**src/rtl/io_pad_pkg.sv**
```systemverilog
// Shared types and helpers for the pad-cell blocks: FSM state encoding,
// dead-time bound and conflict-free pull resolution.
package io_pad_pkg;

    typedef enum logic [1:0] {
        HIZ      = 2'd0,
        TURN_ON  = 2'd1,
        DRIVE    = 2'd2,
        TURN_OFF = 2'd3
    } io_out_state_t;

    localparam int IO_DEAD_CYC_MAX = 15;

    typedef struct packed {
        logic pu;
        logic pd;
    } pull_pair_t;

    // Both pulls requested at once is a conflict: release both.
    function automatic pull_pair_t pull_resolve(input logic pu_req, input logic pd_req);
        pull_pair_t r;
        r.pu = pu_req & ~pd_req;
        r.pd = pd_req & ~pu_req;
        return r;
    endfunction

endpackage

```
**src/rtl/io_dead_timer.sv**
```systemverilog
// Loadable down-counter shared by both turnaround states. Holds at zero.
module io_dead_timer #(
    parameter int CNT_W = 4
) (
    input  logic             clk,
    input  logic             rst,
    input  logic             load,
    input  logic [CNT_W-1:0] load_val,
    input  logic             dec,
    output logic [CNT_W-1:0] value,
    output logic             zero
);

    localparam logic [CNT_W-1:0] ONE = CNT_W'(1);

    // Load has priority over decrement; never wraps below zero.
    always_ff @(posedge clk) begin
        if (rst) begin
            value <= '0;
        end else if (load) begin
            value <= load_val;
        end else if (dec && (value != '0)) begin
            value <= value - ONE;
        end
    end

    assign zero = (value == '0);

endmodule

```
**src/rtl/io_out_seq.sv**
```systemverilog
// Output-direction pad sequencer: registers data/enable requests and drives
// PAD, PAD_OE and PU/PD with break-before-make dead time in both directions.
// Optional feature macro IO_OUT_SEQ_CONTENTION_CHECK_EN adds PAD_IN/CLR_FLAG
// inputs and a sticky CONTENTION flag comparing pad readback with PAD.
// Handshake: none; OE_REQ is a level request sampled every clock, and the
// sequencer acknowledges through DRIVING (driver on) and BUSY (turnaround).
module io_out_seq #(
    parameter int DEAD_CYC = 2,
    parameter int CNT_W    = 4
) (
    input  logic       CLK,
    input  logic       RST,
    input  logic       A,
    input  logic       OE_REQ,
    input  logic       PU_REQ,
    input  logic       PD_REQ,
`ifdef IO_OUT_SEQ_CONTENTION_CHECK_EN
    input  logic       PAD_IN,
    input  logic       CLR_FLAG,
    output logic       CONTENTION,
`endif
    output logic       PAD,
    output logic       PAD_OE,
    output logic       PU,
    output logic       PD,
    output logic       DRIVING,
    output logic       BUSY,
    output logic [1:0] state_dbg
);

    import io_pad_pkg::*;

    if ((DEAD_CYC < 1) || (DEAD_CYC > IO_DEAD_CYC_MAX)) begin : g_bad_dead_cyc
        $error("io_out_seq: DEAD_CYC must be in 1..15");
    end
    if (DEAD_CYC > ((1 << CNT_W) - 1)) begin : g_bad_cnt_w
        $error("io_out_seq: CNT_W too narrow for DEAD_CYC");
    end

    // Counter is reloaded with DEAD_CYC-1 so each turnaround spans DEAD_CYC cycles.
    localparam logic [CNT_W-1:0] RELOAD = CNT_W'(DEAD_CYC - 1);

    io_out_state_t    state, state_nx;
    logic             tmr_load, tmr_dec, tmr_zero;
    logic [CNT_W-1:0] tmr_val;
    pull_pair_t       pulls;
    logic             pad_d, pad_oe_d, pu_d, pd_d, busy_d;

    assign pulls     = pull_resolve(PU_REQ, PD_REQ);
    assign state_dbg = state;

    io_dead_timer #(.CNT_W(CNT_W)) u_timer (
        .clk      (CLK),
        .rst      (RST),
        .load     (tmr_load),
        .load_val (RELOAD),
        .dec      (tmr_dec),
        .value    (tmr_val),
        .zero     (tmr_zero)
    );

    // State register.
    always_ff @(posedge CLK) begin
        if (RST) state <= HIZ;
        else     state <= state_nx;
    end

    // Next-state and dead-timer control.
    always_comb begin
        state_nx = state;
        tmr_load = 1'b0;
        tmr_dec  = 1'b0;
        case (state)
            HIZ: begin
                if (OE_REQ) begin
                    state_nx = TURN_ON;
                    tmr_load = 1'b1;
                end
            end
            TURN_ON: begin
                if (!OE_REQ)       state_nx = HIZ;
                else if (tmr_zero) state_nx = DRIVE;
                else               tmr_dec  = 1'b1;
            end
            DRIVE: begin
                if (!OE_REQ) begin
                    state_nx = TURN_OFF;
                    tmr_load = 1'b1;
                end
            end
            TURN_OFF: begin
                if (tmr_zero) begin
                    if (OE_REQ) begin
                        state_nx = TURN_ON;
                        tmr_load = 1'b1;
                    end else begin
                        state_nx = HIZ;
                    end
                end else begin
                    tmr_dec = 1'b1;
                end
            end
            default: state_nx = HIZ;
        endcase
    end

    // Output values for the coming state; pulls only exist in HIZ, drive only in DRIVE.
    always_comb begin
        pad_d    = 1'b0;
        pad_oe_d = 1'b0;
        pu_d     = 1'b0;
        pd_d     = 1'b0;
        busy_d   = (state_nx == TURN_ON) || (state_nx == TURN_OFF);
        case (state_nx)
            HIZ: begin
                pu_d = pulls.pu;
                pd_d = pulls.pd;
            end
            DRIVE: begin
                pad_oe_d = 1'b1;
                pad_d    = A;
            end
            default: ;
        endcase
    end

    // Output registers.
    always_ff @(posedge CLK) begin
        if (RST) begin
            PAD     <= 1'b0;
            PAD_OE  <= 1'b0;
            PU      <= 1'b0;
            PD      <= 1'b0;
            DRIVING <= 1'b0;
            BUSY    <= 1'b0;
        end else begin
            PAD     <= pad_d;
            PAD_OE  <= pad_oe_d;
            PU      <= pu_d;
            PD      <= pd_d;
            DRIVING <= pad_oe_d;
            BUSY    <= busy_d;
        end
    end

`ifdef IO_OUT_SEQ_CONTENTION_CHECK_EN
    logic drive_seen, mm_prev, mm_now;

    // Skip the first DRIVE cycle so the pad has settled before comparing.
    assign mm_now = (state == DRIVE) && drive_seen && (PAD_IN != PAD);

    // Two consecutive mismatches set the sticky flag; set beats clear.
    always_ff @(posedge CLK) begin
        if (RST) begin
            drive_seen <= 1'b0;
            mm_prev    <= 1'b0;
            CONTENTION <= 1'b0;
        end else begin
            drive_seen <= (state == DRIVE);
            mm_prev    <= mm_now;
            if (mm_now && mm_prev) CONTENTION <= 1'b1;
            else if (CLR_FLAG)     CONTENTION <= 1'b0;
        end
    end
`endif

    a_no_fight: assert property (@(posedge CLK) disable iff (RST) !(PAD_OE && (PU || PD)));
    a_timer_range: assert property (@(posedge CLK) disable iff (RST) tmr_val <= RELOAD);

endmodule

```
**config.mk**
```make
export PLATFORM = sky130hd
export DESIGN_NAME = io_out_seq
export DESIGN_NICKNAME = d
export VERILOG_FILES = /design/src/rtl/io_pad_pkg.sv /design/src/rtl/io_dead_timer.sv /design/src/rtl/io_out_seq.sv
export SDC_FILE = /design/constraint.sdc
export NUM_CORES = 1
export LEC_CHECK = 0
export CAP_MARGIN = 20
export CORE_AREA = 2 2 39 41
export CTS_BUF_LIST = sky130_fd_sc_hd__clkbuf_4 sky130_fd_sc_hd__clkbuf_8
export CTS_CLUSTER_DIAMETER = 30
export CTS_CLUSTER_SIZE = 14
export DETAILED_ROUTE_END_ITERATION = 8
export DIE_AREA = 0 0 41 43
export PLACE_DENSITY = 0.67
export SLEW_MARGIN = 20
export SYNTH_ARGS = -nofsm -noshare
export SYNTH_HDL_FRONTEND = slang
export SYNTH_SLANG_ARGS = --single-unit
```
**constraint.sdc**
```tcl
create_clock -name CLK -period 1.5 [get_ports CLK]
set_clock_uncertainty 0.2 [all_clocks]
set_input_delay 0.15 -clock CLK [delete_from_list [all_inputs] [get_ports CLK]]
set_output_delay 0.15 -clock CLK [all_outputs]
set_load 0.005 [all_outputs]
```
==> qor.tcl <==
set qor(totalWireLength_um) 1354
set qor(startpoint_type) {flop}
set qor(drv.max_cap_violation_count) 0
set qor(grt_setup_unrepaired) {yes}
set qor(failed_checks) {setup timing}
set qor(synthesis.area_um2) 493.0
set qor(synthesis.yosys.warnings) 0
set qor(run_status) {complete, but fails checks}
set qor(dominant_combinational_cell_family_by_area_after_synthesis) {simple AND/OR/NAND/NOR gates}
set qor(timing.critical_path.slowest_stage_cell) {sky130_fd_sc_hd__a2111o_1}
set qor(placement_rows) 14
set qor(worst_ep_arrival_time_ns) 1.67
set qor(grt_max_degree) 8
set qor(hp-class) {in2reg}
set qor(synth_xor_area_frac) 0
set qor(timing.hold.worst.start) {A}
set qor(final_net_count) 93
set qor(final_tns_setup_ns) -0.7460
set qor(power_density_of_the_placed_cells_nw_per_um2) 835.5
set qor(initialDrtViolationCount) 8
set qor(area.sequential_um2) 225.2
set qor(drtPass1Iterations) 3
set qor(clock-root-buffer) {sky130_fd_sc_hd__clkbuf_4}
set qor(p_sw_frac) 0.2653
set qor(globalplace.congestion) 0.8394
set qor(max-clock-path-buffers) 2
set qor(design.core.area_um2) 1384
set qor(utilization) 0.6519
set qor(die_height_um) 43
set qor(clock_sink_count) 11
set qor(yosys-mux-area-fraction) 0.02284
set qor(final_layout_size_suffix_gt1_frac) 0.5176
set qor(tritoncts) {yes}
set qor(grt_pass1_vias) 507
set qor(path_class) {reg2reg}
set qor(min_delay_path_depth) 2
set qor(p_int_uw) 553.8
set qor(fill_cells) 122
set qor(post_cts_hold_fix_bufs) 0
set qor(die-width_um) 41
set qor(cts-buffers-inserted) 3
set qor(io_buffer_count) 13
set qor(antenna_cells_inserted) 0
set qor(critPathMaxFanout) 3
set qor(synth_compound_gate_area_share) 0.1802
set qor(synthesis.area_per_instance_um2) 9.859
set qor(critical_path.max_stage_delay_ns) 0.44
set qor(clock_power_share) 0.305
set qor(grt_pass1_wl_um) 1980
set qor(r2r_slack_ns) -0.18
set qor(synthesized_area_fraction_occupied_by_and_or_nand_nor_cells) 0.2792
set qor(p_leak_uw) 0.0003750
set qor(mostFrequentLayoutCells) {sky130_fd_sc_hd__buf_4, sky130_fd_sc_hd__clkdlybuf4s50_1, sky130_fd_sc_hd__dfxtp_1}
set qor(postSynthRegisterBits) 11
set qor(overflow) 0
set qor(setup_viol_count_final) 7
set qor(hold_violations) 0
set qor(cp_top_family) {compound AO/OA/AOI/OAI gates}
set qor(type_of_destination_of_the_critical_path) {flop}
set qor(net-switching-power_uw) 199.9
set qor(final_routed_drc_violation_total) 0
set qor(final_common_cell) {sky130_fd_sc_hd__buf_4}
set qor(floorplan.initialDensity) 0.3562
set qor(synth-adder-area-share) 0.02538
set qor(final_critical_path_setup_slack_ns) -0.1810
set qor(worst_path_required_ns) 1.49
set qor(crit_path_cell_trace) {inv_2 > ha_4 > and4bb_2 > a2111o_1 > a211oi_2}
set qor(reg2reg_from) {u_timer.value[1]$_SDFFE_PP0P_}
set qor(timing_worst_slew_pin_value_ns) 0.3877
set qor(dieArea_um2) 1763
set qor(report.final.slew_viol_count) 0
set qor(cts.reportedPaths.clkPinSlew_ns) 0.07
set qor(grt_usage) 0.1621
set qor(synth_fp_nets) 57
set qor(cts_max_level) 1
set qor(detail_route.wl_per_cell_um) 13.41
set qor(ys_types) 24
set qor(antenna_found_initial) 0
set qor(timing.hold.worst_endpoint) {PAD$_SDFF_PP0_}
set qor(dp_hpwl_um) 899.2
set qor(total_number_of_vias) 515
set qor(sequential_share_of_the_synthesized_area) 0.4467
set qor(worstReg2RegEnd) {u_timer.value[1]$_SDFFE_PP0P_}
set qor(period_minus_ws_final_ns) 1.681
set qor(fin_crit_sh) 1.121
set qor(vdd_drop_max_v) 0.0006082
set qor(pin_count) 14
set qor(ant_nets) 0
set qor(worstSkewPairLatency_ns) 0.28
set qor(critical_path_buf_inv_count) 1
set qor(worst_r2r_path_depth) 5
set qor(postSynthCellCount) 50
set qor(fmaxAchievable_mhz) 594.9
set qor(layout-area-overhead-vs-synth_pct) 82.99
set qor(route.detailed.vias_per_inst) 5.099
set qor(part_of_the_total_power_dissipated_in_sequential_elements) 0.423
set qor(slew-limit-headroom) 0.7398
set qor(power.combinational.fraction) 0.272
set qor(multi_input_comb_area_um2) 331.6
## per-stage QoR
step | std cells | power [uW] | setup WS (ns) | instance area [um^2] | hold WS [ns]
floorplan | 50 | 400.5 | -0.06076 | 518.0 | 0.02580
global placement | 92 | 486.7 | -0.2388 | 769.5 | 0.3684
detailed placement | 92 | 490.0 | -0.2715 | 769.5 | 0.3753
CTS | 99 | 734.2 | -0.1576 | 850.8 | 0.2418
global route | 101 | 784.5 | -0.2449 | 902.1 | 0.2630
finish | 101 | 753.8 | -0.1810 | 902.1 | 0.2431
## cell usage after synthesis
master / number / area [um^2]
sky130_fd_sc_hd__nor3b_1: 7 / 52.55
sky130_fd_sc_hd__a211o_1: 1 / 8.760
sky130_fd_sc_hd__o21ai_1: 1 / 5.000
sky130_fd_sc_hd__dfxtp_1: 11 / 220.2
sky130_fd_sc_hd__nand2_1: 1 / 3.750
sky130_fd_sc_hd__and2_1: 1 / 6.260
sky130_fd_sc_hd__or2_2: 1 / 6.260
sky130_fd_sc_hd__or4_1: 2 / 15.01
sky130_fd_sc_hd__nand3b_1: 1 / 7.510
sky130_fd_sc_hd__inv_1: 3 / 11.26
sky130_fd_sc_hd__a211oi_1: 2 / 15.01
sky130_fd_sc_hd__and4bb_2: 1 / 12.51
sky130_fd_sc_hd__buf_1: 1 / 3.750
sky130_fd_sc_hd__a2111o_1: 1 / 11.26
sky130_fd_sc_hd__or3_1: 2 / 12.51
sky130_fd_sc_hd__nand4bb_1: 1 / 11.26
sky130_fd_sc_hd__ha_1: 1 / 12.51
sky130_fd_sc_hd__o31ai_1: 1 / 7.510
sky130_fd_sc_hd__nor4bb_1: 1 / 10.01
sky130_fd_sc_hd__mux2_2: 1 / 11.26
sky130_fd_sc_hd__buf_4: 1 / 7.510
sky130_fd_sc_hd__a21oi_1: 5 / 25.02
sky130_fd_sc_hd__a31oi_1: 1 / 6.260
sky130_fd_sc_hd__o21ai_0: 2 / 10.01
## power by group through the flow
stage	Clock (uW)	Combinational [uW]	Sequential [uW]
5_1_grt	242	222	321
6_report	230	205	319
3_5_place_dp	0	165	325
4_1_cts	234	183	318
2_1_floorplan	0	73.2	327
3_3_place_gp	0	162	325
## logic make-up (layout without fill, tap and decap cells)
logic type,Yosys count,after routing
AO/OA/AOI/OAI,14,14
adder cells (fa/ha/maj),1,1
buffers and inverters,5,40
flip-flops,11,11
multiplexers,1,1
AND/OR/NAND/NOR,18,18
## worst max-delay path by stage
stage,cells past startpoint,to,start,slack (ns)
floorplan,5,u_timer.value[1]$_SDFFE_PP0P_,u_timer.value[0]$_SDFFE_PP0P_,-0.06
global placement,4,u_timer.value[3]$_SDFFE_PP0P_,OE_REQ,-0.24
detailed placement,4,u_timer.value[3]$_SDFFE_PP0P_,OE_REQ,-0.27
CTS,5,u_timer.value[3]$_SDFFE_PP0P_,u_timer.value[1]$_SDFFE_PP0P_,-0.16
global route,5,u_timer.value[1]$_SDFFE_PP0P_,u_timer.value[0]$_SDFFE_PP0P_,-0.24
finish,5,u_timer.value[1]$_SDFFE_PP0P_,u_timer.value[1]$_SDFFE_PP0P_,-0.18
## state kept, by name, summed over array words and instances (netlist names)
name           flops
PD                 1
DRIVING            1
state_dbg          2
u_timer.value      4
PU                 1
BUSY               1
PAD                1
## metal layers
metal	routed length (um)	global-route usage
met4	50	0.1067
met2	694	0.2531
met3	41	0.02618
met5	0	0
met1	568	0.1916
## what timing repair did
item / 4_1_cts / 5_1_grt
pin swaps: 3 / 2
endpoints found under the setup margin: 12 / 11
gates resized for setup: 11 / 6
setup buffers: 3 / 2
## area by class of cell
type                            count  area share
Sequential cell                    11      0.2497
Multi-Input combinational cell     34      0.3675
Inverter                            3     0.01248
Tap cell                           16     0.02219
Clock buffer                        4     0.03329
Timing Repair Buffer               33      0.3148
Note: power is estimated with default switching activity, not from simulation.
